`config.mk`:
```
export PLATFORM = sky130hd
export DESIGN_NAME = spi_reg_receiver
export DESIGN_NICKNAME = d
export VERILOG_FILES = /design/src/rtl/lupa_spi_pkg.sv /design/src/rtl/spi_reg_bank.sv /design/src/rtl/spi_reg_receiver.sv
export SDC_FILE = /design/constraint.sdc
export NUM_CORES = 1
export LEC_CHECK = 0
export ABC_AREA = 1
export CAP_MARGIN = 20
export CORE_UTILIZATION = 45
export DETAILED_ROUTE_END_ITERATION = 16
export DONT_BUFFER_PORTS = 1
export PLACE_DENSITY = 0.6
export SYNTH_ARGS = -nofsm -noshare
export SYNTH_HDL_FRONTEND = slang
export SYNTH_SLANG_ARGS = --single-unit
```
`constraint.sdc`:
```
create_clock -name clock_20 -period 8 [get_ports clock_20]
set_input_delay 0.4 -clock clock_20 [delete_from_list [all_inputs] [get_ports clock_20]]
set_output_delay 0.4 -clock clock_20 [all_outputs]
set_load 0.05 [all_outputs]
```
`src/rtl/lupa_spi_pkg.sv`:
```
// Shared constants, power-up register image and FSM state type for the
// LUPA300 3-wire configuration receiver.
package lupa_spi_pkg;

  localparam int ADDR_W    = 4;
  localparam int DATA_W    = 12;
  localparam int FRAME_LEN = ADDR_W + DATA_W;
  localparam int NUM_REGS  = 1 << ADDR_W;

  localparam logic [DATA_W-1:0] LUPA_REG_DEFAULT [NUM_REGS] = '{
    12'h029, 12'h000, 12'h000, 12'h0A0, 12'h002, 12'h000, 12'h000, 12'h1E1,
    12'h04A, 12'h06B, 12'h055, 12'h0F0, 12'hFB0, 12'hADF, 12'h6DB, 12'h0DB
  };

  typedef enum logic [1:0] {
    IDLE  = 2'd0,
    SHIFT = 2'd1,
    FULL  = 2'd2,
    OVER  = 2'd3
  } state_e;

endpackage

```
`src/rtl/spi_reg_bank.sv`:
```
// 16x12 configuration register bank: defaults on reset, one write port and
// one registered read port (read-before-write on an address collision).
module spi_reg_bank
  import lupa_spi_pkg::*;
(
  input  logic              clock_20,
  input  logic              reset_p,
  input  logic              i_wr_en,
  input  logic [ADDR_W-1:0] i_wr_addr,
  input  logic [DATA_W-1:0] i_wr_data,
  input  logic [ADDR_W-1:0] i_rd_addr,
  output logic [DATA_W-1:0] o_rd_data
);

  logic [DATA_W-1:0] r_mem [NUM_REGS];
  logic [DATA_W-1:0] r_rd_data;

  // The read samples the array before this cycle's write lands.
  always_ff @(posedge clock_20 or posedge reset_p) begin
    if (reset_p) begin
      for (int i = 0; i < NUM_REGS; i++) begin
        r_mem[i] <= LUPA_REG_DEFAULT[i];
      end
      r_rd_data <= LUPA_REG_DEFAULT[0];
    end else begin
      if (i_wr_en) begin
        r_mem[i_wr_addr] <= i_wr_data;
      end
      r_rd_data <= r_mem[i_rd_addr];
    end
  end

  assign o_rd_data = r_rd_data;

endmodule

```
`src/rtl/spi_reg_receiver.sv`:
```
// 3-wire SPI frame receiver: edge detect, 16-bit deserializer, frame-length
// FSM and commit/reject strobes in front of the LUPA300 register bank.
module spi_reg_receiver
  import lupa_spi_pkg::*;
#(
  parameter int ADDR_W = 4,
  parameter int DATA_W = 12
) (
  input  logic              clock_20,
  input  logic              reset_p,
  input  logic              spi_clk,
  input  logic              spi_en,
  input  logic              spi_dat,
  input  logic [ADDR_W-1:0] rd_addr,
  output logic [DATA_W-1:0] rd_data,
  output logic              wr_stb,
  output logic [ADDR_W-1:0] wr_addr,
  output logic [DATA_W-1:0] wr_data,
  output logic              err_stb,
  output logic [7:0]        wr_count
);

  localparam int LEN   = ADDR_W + DATA_W;
  localparam int CNT_W = $clog2(LEN + 2);

  logic              r_clk_prev;
  logic              r_en_prev;
  state_e            r_state;
  state_e            w_state_nxt;
  logic [LEN-1:0]    r_shreg;
  logic [LEN-1:0]    w_shreg_nxt;
  logic [CNT_W-1:0]  r_bit_cnt;
  logic [CNT_W-1:0]  w_cnt_nxt;
  logic              w_commit;
  logic              w_reject;
  logic              w_clk_rise;
  logic              w_en_rise;
  logic              w_dat;
  logic              r_wr_stb;
  logic              r_err_stb;
  logic [ADDR_W-1:0] r_wr_addr;
  logic [DATA_W-1:0] r_wr_data;
  logic [7:0]        r_wr_count;

  assign w_clk_rise = spi_clk & ~r_clk_prev;
  assign w_en_rise  = spi_en & ~r_en_prev;
  // Only a solid 1 counts; a floating or unknown line shifts in 0.
  assign w_dat      = (spi_dat === 1'b1);

  always_comb begin
    w_state_nxt = r_state;
    w_shreg_nxt = r_shreg;
    w_cnt_nxt   = r_bit_cnt;
    w_commit    = 1'b0;
    w_reject    = 1'b0;
    if (w_en_rise) begin
      if ((r_state == FULL) && !w_clk_rise) begin
        w_commit = 1'b1;
      end else begin
        w_reject = 1'b1;
      end
      w_state_nxt = IDLE;
      w_shreg_nxt = '0;
      w_cnt_nxt   = '0;
    end else if (w_clk_rise && !spi_en) begin
      case (r_state)
        IDLE: begin
          w_shreg_nxt = {r_shreg[LEN-2:0], w_dat};
          w_cnt_nxt   = CNT_W'(1);
          w_state_nxt = SHIFT;
        end
        SHIFT: begin
          w_shreg_nxt = {r_shreg[LEN-2:0], w_dat};
          w_cnt_nxt   = r_bit_cnt + CNT_W'(1);
          if (r_bit_cnt == CNT_W'(LEN - 1)) begin
            w_state_nxt = FULL;
          end else begin
            w_state_nxt = SHIFT;
          end
        end
        FULL: begin
          w_shreg_nxt = {r_shreg[LEN-2:0], w_dat};
          w_cnt_nxt   = r_bit_cnt + CNT_W'(1);
          w_state_nxt = OVER;
        end
        OVER: begin
          w_state_nxt = OVER;
        end
        default: begin
          w_state_nxt = IDLE;
          w_shreg_nxt = '0;
          w_cnt_nxt   = '0;
        end
      endcase
    end else begin
      w_state_nxt = r_state;
    end
  end

  always_ff @(posedge clock_20 or posedge reset_p) begin
    if (reset_p) begin
      r_clk_prev <= 1'b0;
      r_en_prev  <= 1'b0;
      r_state    <= IDLE;
      r_shreg    <= '0;
      r_bit_cnt  <= '0;
      r_wr_stb   <= 1'b0;
      r_err_stb  <= 1'b0;
      r_wr_addr  <= '0;
      r_wr_data  <= '0;
      r_wr_count <= 8'd0;
    end else begin
      r_clk_prev <= spi_clk;
      r_en_prev  <= spi_en;
      r_state    <= w_state_nxt;
      r_shreg    <= w_shreg_nxt;
      r_bit_cnt  <= w_cnt_nxt;
      r_wr_stb   <= w_commit;
      r_err_stb  <= w_reject;
      if (w_commit) begin
        r_wr_addr  <= r_shreg[LEN-1 -: ADDR_W];
        r_wr_data  <= r_shreg[DATA_W-1:0];
        r_wr_count <= r_wr_count + 8'd1;
      end
    end
  end

  spi_reg_bank u_bank (
    .clock_20  (clock_20),
    .reset_p   (reset_p),
    .i_wr_en   (w_commit),
    .i_wr_addr (r_shreg[LEN-1 -: ADDR_W]),
    .i_wr_data (r_shreg[DATA_W-1:0]),
    .i_rd_addr (rd_addr),
    .o_rd_data (rd_data)
  );

  assign wr_stb   = r_wr_stb;
  assign err_stb  = r_err_stb;
  assign wr_addr  = r_wr_addr;
  assign wr_data  = r_wr_data;
  assign wr_count = r_wr_count;

endmodule

```
==> qor.csv <==
metric,value,unit
run_status,finished with violations,
violations,design-rule violations,
area_delta_synth_final,7.56,%
setup-tns-final,0,ps
grt_start_max_net_pins,114,
globalRoute.totalOverflow,0,
final_cell_area,0.0129,sq mm
slowest_delay,620,ps
path_common_cell,nand2_1,
boundaryPins,47,
critical_path_start_end_classification,reg2reg,
path_depth,6,
tritoncts_clock_tree,done,
crit_fanout,28,
holdBufCountCts,4,
grt_setup_unrepaired,false,
worstHoldPathCells,2,
synth.cell_area,0.0120,sq mm
synth_largest_type_area_fraction,40.7,%
h-tree-depth,1,
synth_cells,1535,
wl_per_cell,17.4,um
yosysTopAreaCell,dfrtp_1,
nature_of_the_critical_path_endpoint,flop,
postcts_resize_cnt,0,
maximum_clock_frequency,417,MHz
syn-num-nets,1552,
cp_data_required_time,8420,ps
finalCritPeriodShare,30.0,%
ys_top_cells_by_area,"dfrtp_1, nand2_1, dfstp_2",
grt_pass1_vias,9331,
placement_rows,59,
cp_data_arrival_time,2820,ps
cts.root.buffer_cell,clkbuf_16,
worst_hold_path_type,in2reg,
clock_insertion_delay_worst_skew,530,ps
hpwlAfterDp,19400,um
postPlaceCellArea,0.0120,sq mm
max_slew_margin,30.1,%
n_fill_cell,2580,
postSynthRegisterBits,255,
place_congestion,0.833,
starting_drt_drc_count,957,
static-leakage-power,5.93,nW
drc,6,
worst_ir_drop_vdd,0.152,mV
final-setup-viol-count,0,
cap_viol_max_count,0,
cts_buffers,27,
vias_per_std_cell,5.16,
crit_path_cell_trace,inv_1 > ha_1 > nand2_1 > nor2_8 > nand2_1 > o21ai_0,
start_util,45.9,%
max_slew.worst_pin.slew,1050,ps
report.final.hold_viol_count,0,
placeableCoreArea,0.0261,sq mm
clock_tree.buffer_depth,3,
drt_wl_total,31900,um
cell_count_of_the_worst_reg_to_reg_path,6,
worst_path_max_delay_cell,nand2_1,
worstPathBufferInverterCount,1,
crit_family,simple AND/OR/NAND/NOR gates,
power.density,213,mW/mm^2
seq_area_frac_synth,53.8,%
grt_first_pass_wirelength,51600,um
max_slew_violation_count,0,
numClockSinks,255,
chipHeight,165,um
die_area,0.0273,sq mm
buffer_ports.inserted,0,
warnings_from_yosys,0,
die_w,165,um
drive_gt1_share,8.06,%
cts.reportedPaths.clkPinSlew,60,ps
fin_skew,13.3,ps
grt_overall_usage,24.7,%
via_count,9477,
antenna_left,0,
final.min_clock_period,2400,ps
post_cts_buffers,0,
postSynthAreaPerCell,7.82,sq um
startpoint_type,flop,
synth.distinct_cells,30,
nets,1498,
antenna_violations_before_repair,0,
detailedRoute.firstPassIterationCount,11,
antenna-diode-count,0,
==> flip-flops by register name, indices dropped and copies added, names as in the netlist <==
register          cells
r_clk_prev            1
wr_count              8
err_stb               1
u_bank.o_rd_data     12
u_bank.r_mem        192
wr_data              12
r_state               2
r_en_prev             1
r_bit_cnt             5
wr_addr               4
wr_stb                1
r_shreg              16
==> stage by stage <==
step           power, W  hold WS, ps  worst slack [ps]  instances  utilization [%]
2_1_floorplan   0.00151          431               686       1535                -
3_3_place_gp    0.00157          432              5640       1783             46.0
3_5_place_dp    0.00157          432              5620       1783             46.0
4_1_cts         0.00278         2.19              5600       1836             49.4
5_1_grt         0.00285         8.68              5380       1836             49.4
6_report        0.00275         10.7              5600       1836             49.4
==> cell families (layout without fill, tap and decap cells) <==
kind of cell | Yosys count | in the layout | synth area share, %
flops | 255 | 255 | 53.8
xor+xnor | 3 | 3 | 0.219
simple gates | 770 | 770 | 26.5
fa+ha+maj | 8 | 8 | 0.834
buf+inv | 279 | 245 | 9.46
compound gates | 220 | 220 | 9.20
==> report_power, final <==
group | total (W) | internal [W] | switching [W]
Combinational | 0.000172 | 0.0000390 | 0.000133
Sequential | 0.00137 | 0.00131 | 0.0000597
Clock | 0.00121 | 0.000701 | 0.000504
==> cells in the mapped netlist, drive strengths merged <==
master  number
nor2        26
o21ai      203
nand3      151
nand4        8
a21oi       16
o31ai        1
xor2         1
nand2      583
clkinv       1
inv        187
dfrtp      195
buf         46
clkbuf      45
xnor2        2
nand3b       1
ha           8
or2          1
dfstp       60
==> layer usage <==
metal  up-vias  global-route usage, %  wire length [um]
met1      4512                   32.9             14200
met4         0                   7.67               901
met5         -                      0                 0
met2       246                   41.1             14800
li1       4666                      -                 -
met3        53                   4.12              2010
==> cell usage in the layout, fill, tap and decap left out, types with 2 or more instances in the layout <==
master         instances
nand2_1              576
o21ai_1               43
ha_1                   8
clkbuf_1              12
nand2_2                6
o21ai_0              160
dlygate4sd3_1          4
clkinv_2               4
clkbuf_8               5
a21oi_1               16
clkbuf_16             27
dfrtp_1              195
inv_1                182
nand3_1              151
nor2_4                 3
inv_2                  5
xnor2_1                2
dfstp_2               60
buf_4                  4
nor2_1                21
nand4_1                7
==> layout make-up <==
class                   instances  area (sq um)  share of cell area [%]
clock buffers                  44           790                    6.12
clock inverters                 5          50.0                   0.388
inverters                     188           713                    5.53
multi-input cells            1001          4410                    34.1
flip-flops and latches        255          6460                    50.0
well taps                     335           419                    3.25
repair buffers                  8          70.1                   0.543
==> final timing paths <==
check | start | endpoint | slack [ps]
min in group asynchronous | reset_p | wr_count[1] | 540
max | r_state[0] | u_bank.r_mem[63] | 5600
min reg2reg | u_bank.r_mem[177] | u_bank.r_mem[177] | 470
min | rd_addr[3] | u_bank.o_rd_data[3] | 10
max in group asynchronous | reset_p | u_bank.o_rd_data[2] | 5930
max reg2reg | r_state[0] | u_bank.r_mem[63] | 5600
Note: power is estimated with default switching activity, not from simulation.
